===== config.mk =====
export PLATFORM = sky130hd
export DESIGN_NAME = id_control_pipe
export DESIGN_NICKNAME = d
export VERILOG_FILES = /design/src/rtl/id_control_pipe.sv
export SDC_FILE = /design/constraint.sdc
export NUM_CORES = 1
export LEC_CHECK = 0
export BUFFER_PORTS_ARGS = -buffer_cell sky130_fd_sc_hd__buf_4
export CAP_MARGIN = 20
export CORE_MARGIN = 2
export CORE_UTILIZATION = 48
export CTS_CLUSTER_SIZE = 8
export DETAILED_ROUTE_END_ITERATION = 12
export PLACE_DENSITY_LB_ADDON = 0.12
export SYNTH_ARGS = -nofsm -noshare
export SYNTH_HDL_FRONTEND = slang
export SYNTH_SLANG_ARGS = --single-unit

===== constraint.sdc =====
create_clock -name clk -period 8.3 [get_ports clk]
set_input_delay 2.49 -clock clk [delete_from_list [all_inputs] [get_ports clk]]
set_output_delay 2.49 -clock clk [all_outputs]
set_load 0.01 [all_outputs]

===== src/rtl/id_control_pipe.sv =====
// -----------------------------------------------------------------------------
// id_control_pipe
//
// Decode control for a 5-stage MIPS32 pipeline. The opcode of the instruction
// in ID is decoded into the control bundle, which then travels through the
// registered ID/EX, EX/MEM and MEM/WB control stages. Load-use hazards are
// detected here. Each hazard holds ID for LOAD_STALL_CYCLES cycles and sends
// one bubble into EX per stalled cycle. A flush squashes the instruction in ID.
//
// Parameters
//   REG_W             register-address width of rs/rt
//   LOAD_STALL_CYCLES bubbles per load-use hazard (1..3)
//   HAZARD_EN         1 = internal load-use detection, 0 = never stall
//
// Ports
//   clk        pipeline clock
//   reset      synchronous, active-high reset
//   opcode_id  Instruction[31:26] of the instruction in ID
//   rs_id      rs of the instruction in ID
//   rt_id      rt of the instruction in ID
//   flush_id   squash the ID instruction (taken branch/jump)
//   ex_ctrl    ID/EX {RegWrite,MemtoReg,Branch,Jump,MemRead,MemWrite,RegDst,ALUOp[1:0]}
//   ex_alusrc  ID/EX ALUSrc
//   ex_bne     ID/EX branch-on-not-equal qualifier
//   ex_rt      rt carried with the ID/EX bundle
//   mem_ctrl   EX/MEM {RegWrite,MemtoReg,Branch,MemRead,MemWrite}
//   wb_ctrl    MEM/WB {RegWrite,MemtoReg}
//   stall_id   combinational; hold PC and IF/ID this cycle
//   illegal_ex the instruction now in EX had an undefined opcode
// -----------------------------------------------------------------------------
module id_control_pipe #(
  parameter int REG_W             = 5,
  parameter int LOAD_STALL_CYCLES = 1,
  parameter bit HAZARD_EN         = 1'b1
) (
  input  logic             clk,
  input  logic             reset,
  input  logic [5:0]       opcode_id,
  input  logic [REG_W-1:0] rs_id,
  input  logic [REG_W-1:0] rt_id,
  input  logic             flush_id,
  output logic [8:0]       ex_ctrl,
  output logic             ex_alusrc,
  output logic             ex_bne,
  output logic [REG_W-1:0] ex_rt,
  output logic [4:0]       mem_ctrl,
  output logic [1:0]       wb_ctrl,
  output logic             stall_id,
  output logic             illegal_ex
);

  typedef enum logic [5:0] {
    OP_RTYPE = 6'b000000,
    OP_J     = 6'b000010,
    OP_BEQ   = 6'b000100,
    OP_BNE   = 6'b000101,
    OP_ADDI  = 6'b001000,
    OP_NOP   = 6'b100000,
    OP_LW    = 6'b100011,
    OP_SW    = 6'b101011
  } opcode_e;

  // Bit positions inside the 9-bit ID/EX control bundle.
  localparam int C_REGWRITE = 8;
  localparam int C_MEMTOREG = 7;
  localparam int C_BRANCH   = 6;
  localparam int C_MEMREAD  = 4;
  localparam int C_MEMWRITE = 3;

  // First value of the stall counter once a hazard is seen. The hazard
  // cycle itself is the first stall cycle.
  localparam logic [1:0] STALL_INIT = 2'(LOAD_STALL_CYCLES - 1);

  typedef struct packed {
    logic [8:0] ctrl;
    logic       alusrc;
    logic       bne;
    logic       illegal;
  } dec_t;

  dec_t             dec;
  logic             uses_rt;
  logic             hz;

  dec_t             idex_d,  idex_q;
  logic [REG_W-1:0] ex_rt_d, ex_rt_q;
  logic [1:0]       cnt_d,   cnt_q;
  logic [4:0]       mem_ctrl_q;
  logic [1:0]       wb_ctrl_q;

  // ---------------------------------------------------------------------------
  // ID decode
  // ---------------------------------------------------------------------------
  // NOTE: every combinational output gets a default before the case, so no
  // path leaves a signal unassigned and no latch is inferred.
  always_comb begin
    dec     = '0;
    uses_rt = 1'b0;
    case (opcode_id)
      OP_RTYPE: begin dec.ctrl = 9'b100000110; uses_rt = 1'b1; end
      OP_LW:    begin dec.ctrl = 9'b110010000; dec.alusrc = 1'b1; end
      OP_SW:    begin dec.ctrl = 9'b000001000; dec.alusrc = 1'b1; uses_rt = 1'b1; end
      OP_BEQ:   begin dec.ctrl = 9'b001000001; uses_rt = 1'b1; end
      OP_BNE:   begin dec.ctrl = 9'b001000001; dec.bne = 1'b1; uses_rt = 1'b1; end
      OP_ADDI:  begin dec.ctrl = 9'b100000000; dec.alusrc = 1'b1; end
      OP_J:     dec.ctrl = 9'b000100000;
      OP_NOP:   dec = '0;
      default:  dec.illegal = 1'b1;
    endcase
  end

  // ---------------------------------------------------------------------------
  // Load-use hazard and stall counter
  // ---------------------------------------------------------------------------
  // ADDI and LW write rt, so for them only rs can depend on the load.
  always_comb begin
    hz = 1'b0;
    if (HAZARD_EN) begin
      hz = idex_q.ctrl[C_MEMREAD] && (ex_rt_q != '0) &&
           ((ex_rt_q == rs_id) || (uses_rt && (ex_rt_q == rt_id)));
    end
  end

  // A flush removes the stalled instruction, so there is nothing left to hold.
  always_comb begin
    stall_id = 1'b0;
    if (!reset && !flush_id) begin
      stall_id = (hz && (cnt_q == 2'd0)) || (cnt_q != 2'd0);
    end
  end

  // While cnt_q is nonzero EX holds a bubble, so hz cannot fire again until
  // the current stall has finished.
  always_comb begin
    cnt_d = 2'd0;
    if (flush_id) begin
      cnt_d = 2'd0;
    end else if (cnt_q != 2'd0) begin
      cnt_d = cnt_q - 2'd1;
    end else if (hz) begin
      cnt_d = STALL_INIT;
    end
  end

  // ---------------------------------------------------------------------------
  // ID/EX next state: flush and stall both insert a bubble
  // ---------------------------------------------------------------------------
  always_comb begin
    idex_d  = dec;
    ex_rt_d = rt_id;
    if (flush_id || stall_id) begin
      idex_d  = '0;
      ex_rt_d = '0;
    end
  end

  // ---------------------------------------------------------------------------
  // Pipeline registers. EX/MEM and MEM/WB never stall.
  // ---------------------------------------------------------------------------
  // NOTE: sequential state uses non-blocking assignments, so every stage
  // samples the value its predecessor held before this edge.
  always_ff @(posedge clk) begin
    if (reset) begin
      idex_q     <= '0;
      ex_rt_q    <= '0;
      cnt_q      <= 2'd0;
      mem_ctrl_q <= '0;
      wb_ctrl_q  <= '0;
    end else begin
      idex_q     <= idex_d;
      ex_rt_q    <= ex_rt_d;
      cnt_q      <= cnt_d;
      mem_ctrl_q <= {idex_q.ctrl[C_REGWRITE], idex_q.ctrl[C_MEMTOREG],
                     idex_q.ctrl[C_BRANCH], idex_q.ctrl[C_MEMREAD],
                     idex_q.ctrl[C_MEMWRITE]};
      wb_ctrl_q  <= mem_ctrl_q[4:3];
    end
  end

  assign ex_ctrl    = idex_q.ctrl;
  assign ex_alusrc  = idex_q.alusrc;
  assign ex_bne     = idex_q.bne;
  assign illegal_ex = idex_q.illegal;
  assign ex_rt      = ex_rt_q;
  assign mem_ctrl   = mem_ctrl_q;
  assign wb_ctrl    = wb_ctrl_q;

endmodule


* After elaboration in Yosys (flattened, before gate mapping) *
Index checks and enable logic that the tools add are counted.

operators by class
  add/sub/neg operators = 1
  equality and inequality tests = 9
  multiplexer cells = 6
  bitwise gates (word level) = 1
  reductions and logical operators = 20

operators with widths
  kind                   number
  $pmux W9 S6            1
  $eq A6 B6 Y1 const B   3
  $eq A6 B3 Y1 const B   2
  $eq A5 B5 Y1           2
  $reduce_or A8 Y1       1
  $eq A6 B2 Y1 const B   1
  $eq A6 B4 Y1 const B   1
  $logic_not A6 Y1       1
  $reduce_or A3 Y1       2
  $logic_and A1 B1 Y1    5
  $mux W1                5
  $reduce_bool A5 Y1     1
  $reduce_or A2 Y1       2
  $reduce_or A4 Y1       1
  $logic_or A1 B1 Y1     3
  $logic_not A1 Y1       2
  $logic_not A2 Y1       1
  $reduce_bool A2 Y1     1
  $sub A2 B1 Y2 const B  1
  $not A1 Y1             1

storage, ports and cells
  register bits after elaboration = 26
  output and inout bits = 25
  logic and storage cells = 45

* Logic depth before layout (Yosys ltp) *
  depth in word-level cells = 11
  mapped depth = 6

* Worst setup path after synthesis *
No wires, ideal clock.

  kind = input to output
  start = input port opcode_id[3]
  end = output port stall_id
  arrival = 3718 ps
  required time = 5810 ps
  slack = 2092 ps
  stages = 6
  path through = buf_6 -> nor3_1 -> a32oi_2 -> nor4b_4 -> buf_6 -> o21a_1

on the way
  longest elaborated chain between the ends = 9
  elaborated cells between the ends (all ways) = 12

RTL lines
  element                                     line  source
  start: declaration                          38    input logic [5:0] opcode_id,
  $eq A6 B3 Y1, or another cell as far along  99    case (opcode_id)
  $reduce_or A4 Y1 (no source line) (*)       -
  $mux W1 (*)                                 99
  $logic_and A1 B1 Y1 (*)                     120   ((ex_rt_q == rs_id) || (uses_rt && (ex_rt_q == rt_id)));
  $logic_or A1 B1 Y1 (*)                      120
  $logic_and A1 B1 Y1 (*)                     119   hz = idex_q.ctrl[C_MEMREAD] && (ex_rt_q != '0) &&
  $logic_and A1 B1 Y1 (*)                     128   stall_id = (hz && (cnt_q == 2'd0)) || (cnt_q != 2'd0);
  $logic_or A1 B1 Y1 (*)                      128
  $mux W1 (*)                                 127   if (!reset && !flush_id) begin
  end: declaration                            48    output logic stall_id,

Every way passes the cells marked *; elsewhere a longest branch is shown, timed or not.

* Final worst setup path *
Ends and elaborated chain as after synthesis.

==> metrics.yaml <==
timing:
  max_freq_mhz: 150.2
  tcrit_tclk_final_pct: 80.21
  setup_slack_after_layout_ns: 1.643
  finalClockSkew_ns: 0.001735
  normalized_max_slew_margin_pct: 42.42
  drv_slew: 0
  timing.setup.tns_ns: 0
  timing_worst_slew_pin_value_ns: 0.8600
  unrepaired_setup_endpoints_after_global_routing: "false"
  number_of_hold_slack_violations_in_the_final_timing_report: 0
  min_period_ns: 6.657
  finalSetupViolations: 0
layout:
  insertedDiodeCount: 0
  drive_above_1_share_pct: 45.26
  syn2layout_area_growth_pct: 32.29
  design.final.nets: 158
clock_network:
  clock_sinks: 22
  post-cts-setup-buffer-count: 0
  clk_pin_slew_worst_paths_ns: 0.12
  cts_inserted_buffers: 3
  clk-insertion-delay-late_ns: 0.31
  htree_levels: 1
  cts_buffer_depth: 2
  ctsHoldBuffers: 0
  resized_after_cts: 0
  clock_tree.root_cell: "sky130_fd_sc_hd__clkbuf_4"
  cts_tree: "yes"
yosys:
  synth_warnings: 0
  synthesis.instances: 97
  postSynthAreaPerCell_um2: 10.74
  synthesized_net_count: 117
  synth_seq_area_share_pct: 42.26
  synth_seq_cells: 22
  mappedNetlistArea_mm2: 0.001042
  post_synth_num_cell_types: 33
worst_setup_path:
  r2r.worst_path.cells: 4
  critPathRequiredTime_ns: 5.81
  critPathSlowestCell: "sky130_fd_sc_hd__nor4b_4"
  largest_stage_delay_on_the_critical_path_ns: 0.80
  r2r_slack_ns: 6.41
  critical_path_buf_inv_count: 2
  cp_dominant_cell_by_count: "sky130_fd_sc_hd__buf_4"
  critical_path.reg2reg.endpoint: "ex_alusrc"
  critical_path_arrival_ns: 4.17
  crit_family: "simple AND/OR/NAND/NOR gates"
  critPathCaptureType: "output pin"
  reg2reg_from: "ex_rt[0]"
  setup.worst_path.start_class: "primary input"
  crit_path_cell_trace: "buf_4 -> nor3_1 -> a32oi_2 -> nor4b_4 -> o21a_1 -> buf_4"
  timing.setup.critical_path_class: "primary input to output pin"
  crit_path_max_fanout: 15
grt:
  largest_net_degree_at_the_start_of_global_routing: 16
  grt_antenna_before_repair: 0
  globalRouteOverflowTotal: 0
  grt_first_pass_wirelength_mm: 3.788
  track_usage_pct: 19.84
  grt_pass1_vias: 812
drt:
  route.layer.met1.wl_um: 996
  met3RoutedLength_um: 122
  dr.pass1.iters: 4
  via_to_cell_ratio: 5.280
  routedWlPerCell_um: 13.87
  drt.antenna.violating_nets: 0
  met2WireLength_mm: 1.125
  drt_wl_total_mm: 2.275
  top_layer: "met4"
  drt_drc_violations_left: 0
  dr.first_iter.drc_count: 13
  route.vias.total: 866
floorplan:
  io_pins: 44
  core-area_mm2: 0.002002
  count_of_standard_cell_rows: 16
  initial_utilization_pct: 52.06
  die-width_um: 50.60
  floorplan.die.height_um: 50.60
  die_area_mm2: 0.002560
worst_hold_path:
  hold_path_end: "cnt_q[0]"
  holdCritPathClass: "flip-flop to flip-flop"
  whs_path_depth: 1
  hold_path.startpoint: "cnt_q[0]"
power:
  power_leakage_uw: 0.0005794
  p_per_area_mw_per_mm2: 142.6
  power.ir.vdd_worst_mv: 0.1023
placed_design:
  pre_cts_ws_ns: 1.657
  finalWeightedCongestion: 0.8139
  hpwlAfterDp_mm: 1.701
  portBuffers: 43
outcome:
  outcome: "complete, no violations"
flow_run:
  drv_cap: 0
[power breakdown]
group / switching (uW) / internal [uW]
sequential: 1.83 / 107
clock: 33.0 / 26.8
combinational: 13.0 / 14.9
[flip-flops by register name (all words and copies together), names as in the netlist]
| register | cells |
|---|---|
| illegal_ex | 1 |
| ex_rt | 5 |
| ex_ctrl | 6 |
| cnt_q | 2 |
| mem_ctrl | 4 |
| wb_ctrl | 2 |
| ex_alusrc | 1 |
| ex_bne | 1 |
[layout make-up]
type | instances | area [um2]
fillers | 159 | 623.1
well taps | 27 | 33.78
clock buffers | 4 | 36.28
flip-flops and latches | 22 | 440.4
repair buffers | 43 | 322.8
inverters | 3 | 11.26
multi-input cells | 65 | 534.3
[worst max path at each step]
stage	depth (start not counted)	endpoint	from
2_1_floorplan	6	stall_id	opcode_id[3]
3_3_place_gp	6	stall_id	opcode_id[3]
3_5_place_dp	6	stall_id	opcode_id[3]
4_1_cts	6	stall_id	opcode_id[3]
5_1_grt	6	stall_id	opcode_id[3]
6_report	6	stall_id	opcode_id[3]
[kinds of logic after synthesis]
| family | share of synthesized area (%) |
|---|---|
| xor+xnor | 8.404 |
| simple gates | 29.77 |
| buf+inv | 6.482 |
| compound gates | 11.89 |
| fa+ha+maj | 1.200 |
| flops | 42.26 |
[synthesized netlist by cell type]
library cell	count	area, um2
sky130_fd_sc_hd__dfxtp_1	22	440.4
sky130_fd_sc_hd__xnor2_1	9	78.83
sky130_fd_sc_hd__nor2b_1	6	37.54
sky130_fd_sc_hd__nand2_1	5	18.77
sky130_fd_sc_hd__nor3_1	5	25.02
sky130_fd_sc_hd__nor4_1	5	31.28
sky130_fd_sc_hd__buf_4	4	30.03
sky130_fd_sc_hd__nor2_1	4	15.01
sky130_fd_sc_hd__nor3b_1	4	30.03
sky130_fd_sc_hd__inv_1	3	11.26
sky130_fd_sc_hd__a21oi_1	2	10.01
sky130_fd_sc_hd__buf_6	2	22.52
sky130_fd_sc_hd__nand4_1	2	12.51
sky130_fd_sc_hd__nor4_2	2	25.02
sky130_fd_sc_hd__o211ai_4	2	42.54
sky130_fd_sc_hd__o21ai_2	2	17.52
sky130_fd_sc_hd__or2b_1	2	15.01
sky130_fd_sc_hd__a2111oi_2	1	15.01
sky130_fd_sc_hd__a211oi_1	1	7.510
sky130_fd_sc_hd__a32oi_2	1	16.27
sky130_fd_sc_hd__and3_4	1	11.26
sky130_fd_sc_hd__clkbuf_1	1	3.750
sky130_fd_sc_hd__ha_1	1	12.51
sky130_fd_sc_hd__nor3b_2	1	12.51
sky130_fd_sc_hd__nor4b_1	1	8.760
sky130_fd_sc_hd__nor4b_2	1	15.01
sky130_fd_sc_hd__nor4b_4	1	23.77
sky130_fd_sc_hd__o21a_1	1	7.510
sky130_fd_sc_hd__o31ai_1	1	7.510
sky130_fd_sc_hd__or3_2	1	7.510
sky130_fd_sc_hd__or4_4	1	11.26
sky130_fd_sc_hd__or4b_2	1	10.01
sky130_fd_sc_hd__xor2_1	1	8.760
[routing by layer]
metal	track usage, %	up-vias
li1	-	422
met1	26.20	414
met2	31.58	26
met3	4.167	4
met4	7.658	0
met5	0	-
[worst reg2reg max path: cells and delay by family, from the launching register on]
kind | cells | cell delay [ns]
AND/OR/NAND/NOR | 3 | 1.06
flip-flops | 1 | 0.53
XOR/XNOR | 1 | 0.16
[layout by cell type, fill, tap and decap left out, drive strengths merged]
master,instances
nor4,7
o31ai,1
o211ai,2
a211oi,1
xnor2,9
nand2,5
xor2,1
nor4b,3
a21oi,2
ha,1
nor3,5
a2111oi,1
nand4,2
or4,1
nor2b,6
or2b,2
o21ai,2
buf,43
nor3b,5
or4b,1
or3,1
a32oi,1
and3,1
o21a,1
dfxtp,22
clkbuf,4
inv,3
nor2,4
[through the flow]
stage	hold slack [ns]	utilization (%)	cells	total power, uW	area (um2)
2_1_floorplan	0.3985	-	97	126.1	1042
3_3_place_gp	0.4077	67.06	160	138.2	1343
3_5_place_dp	0.4251	67.06	160	138.8	1343
4_1_cts	0.4429	68.88	164	198.3	1379
5_1_grt	0.4797	68.88	164	205.9	1379
6_report	0.4429	68.88	164	196.6	1379
Note: power is estimated with default switching activity, not from simulation.
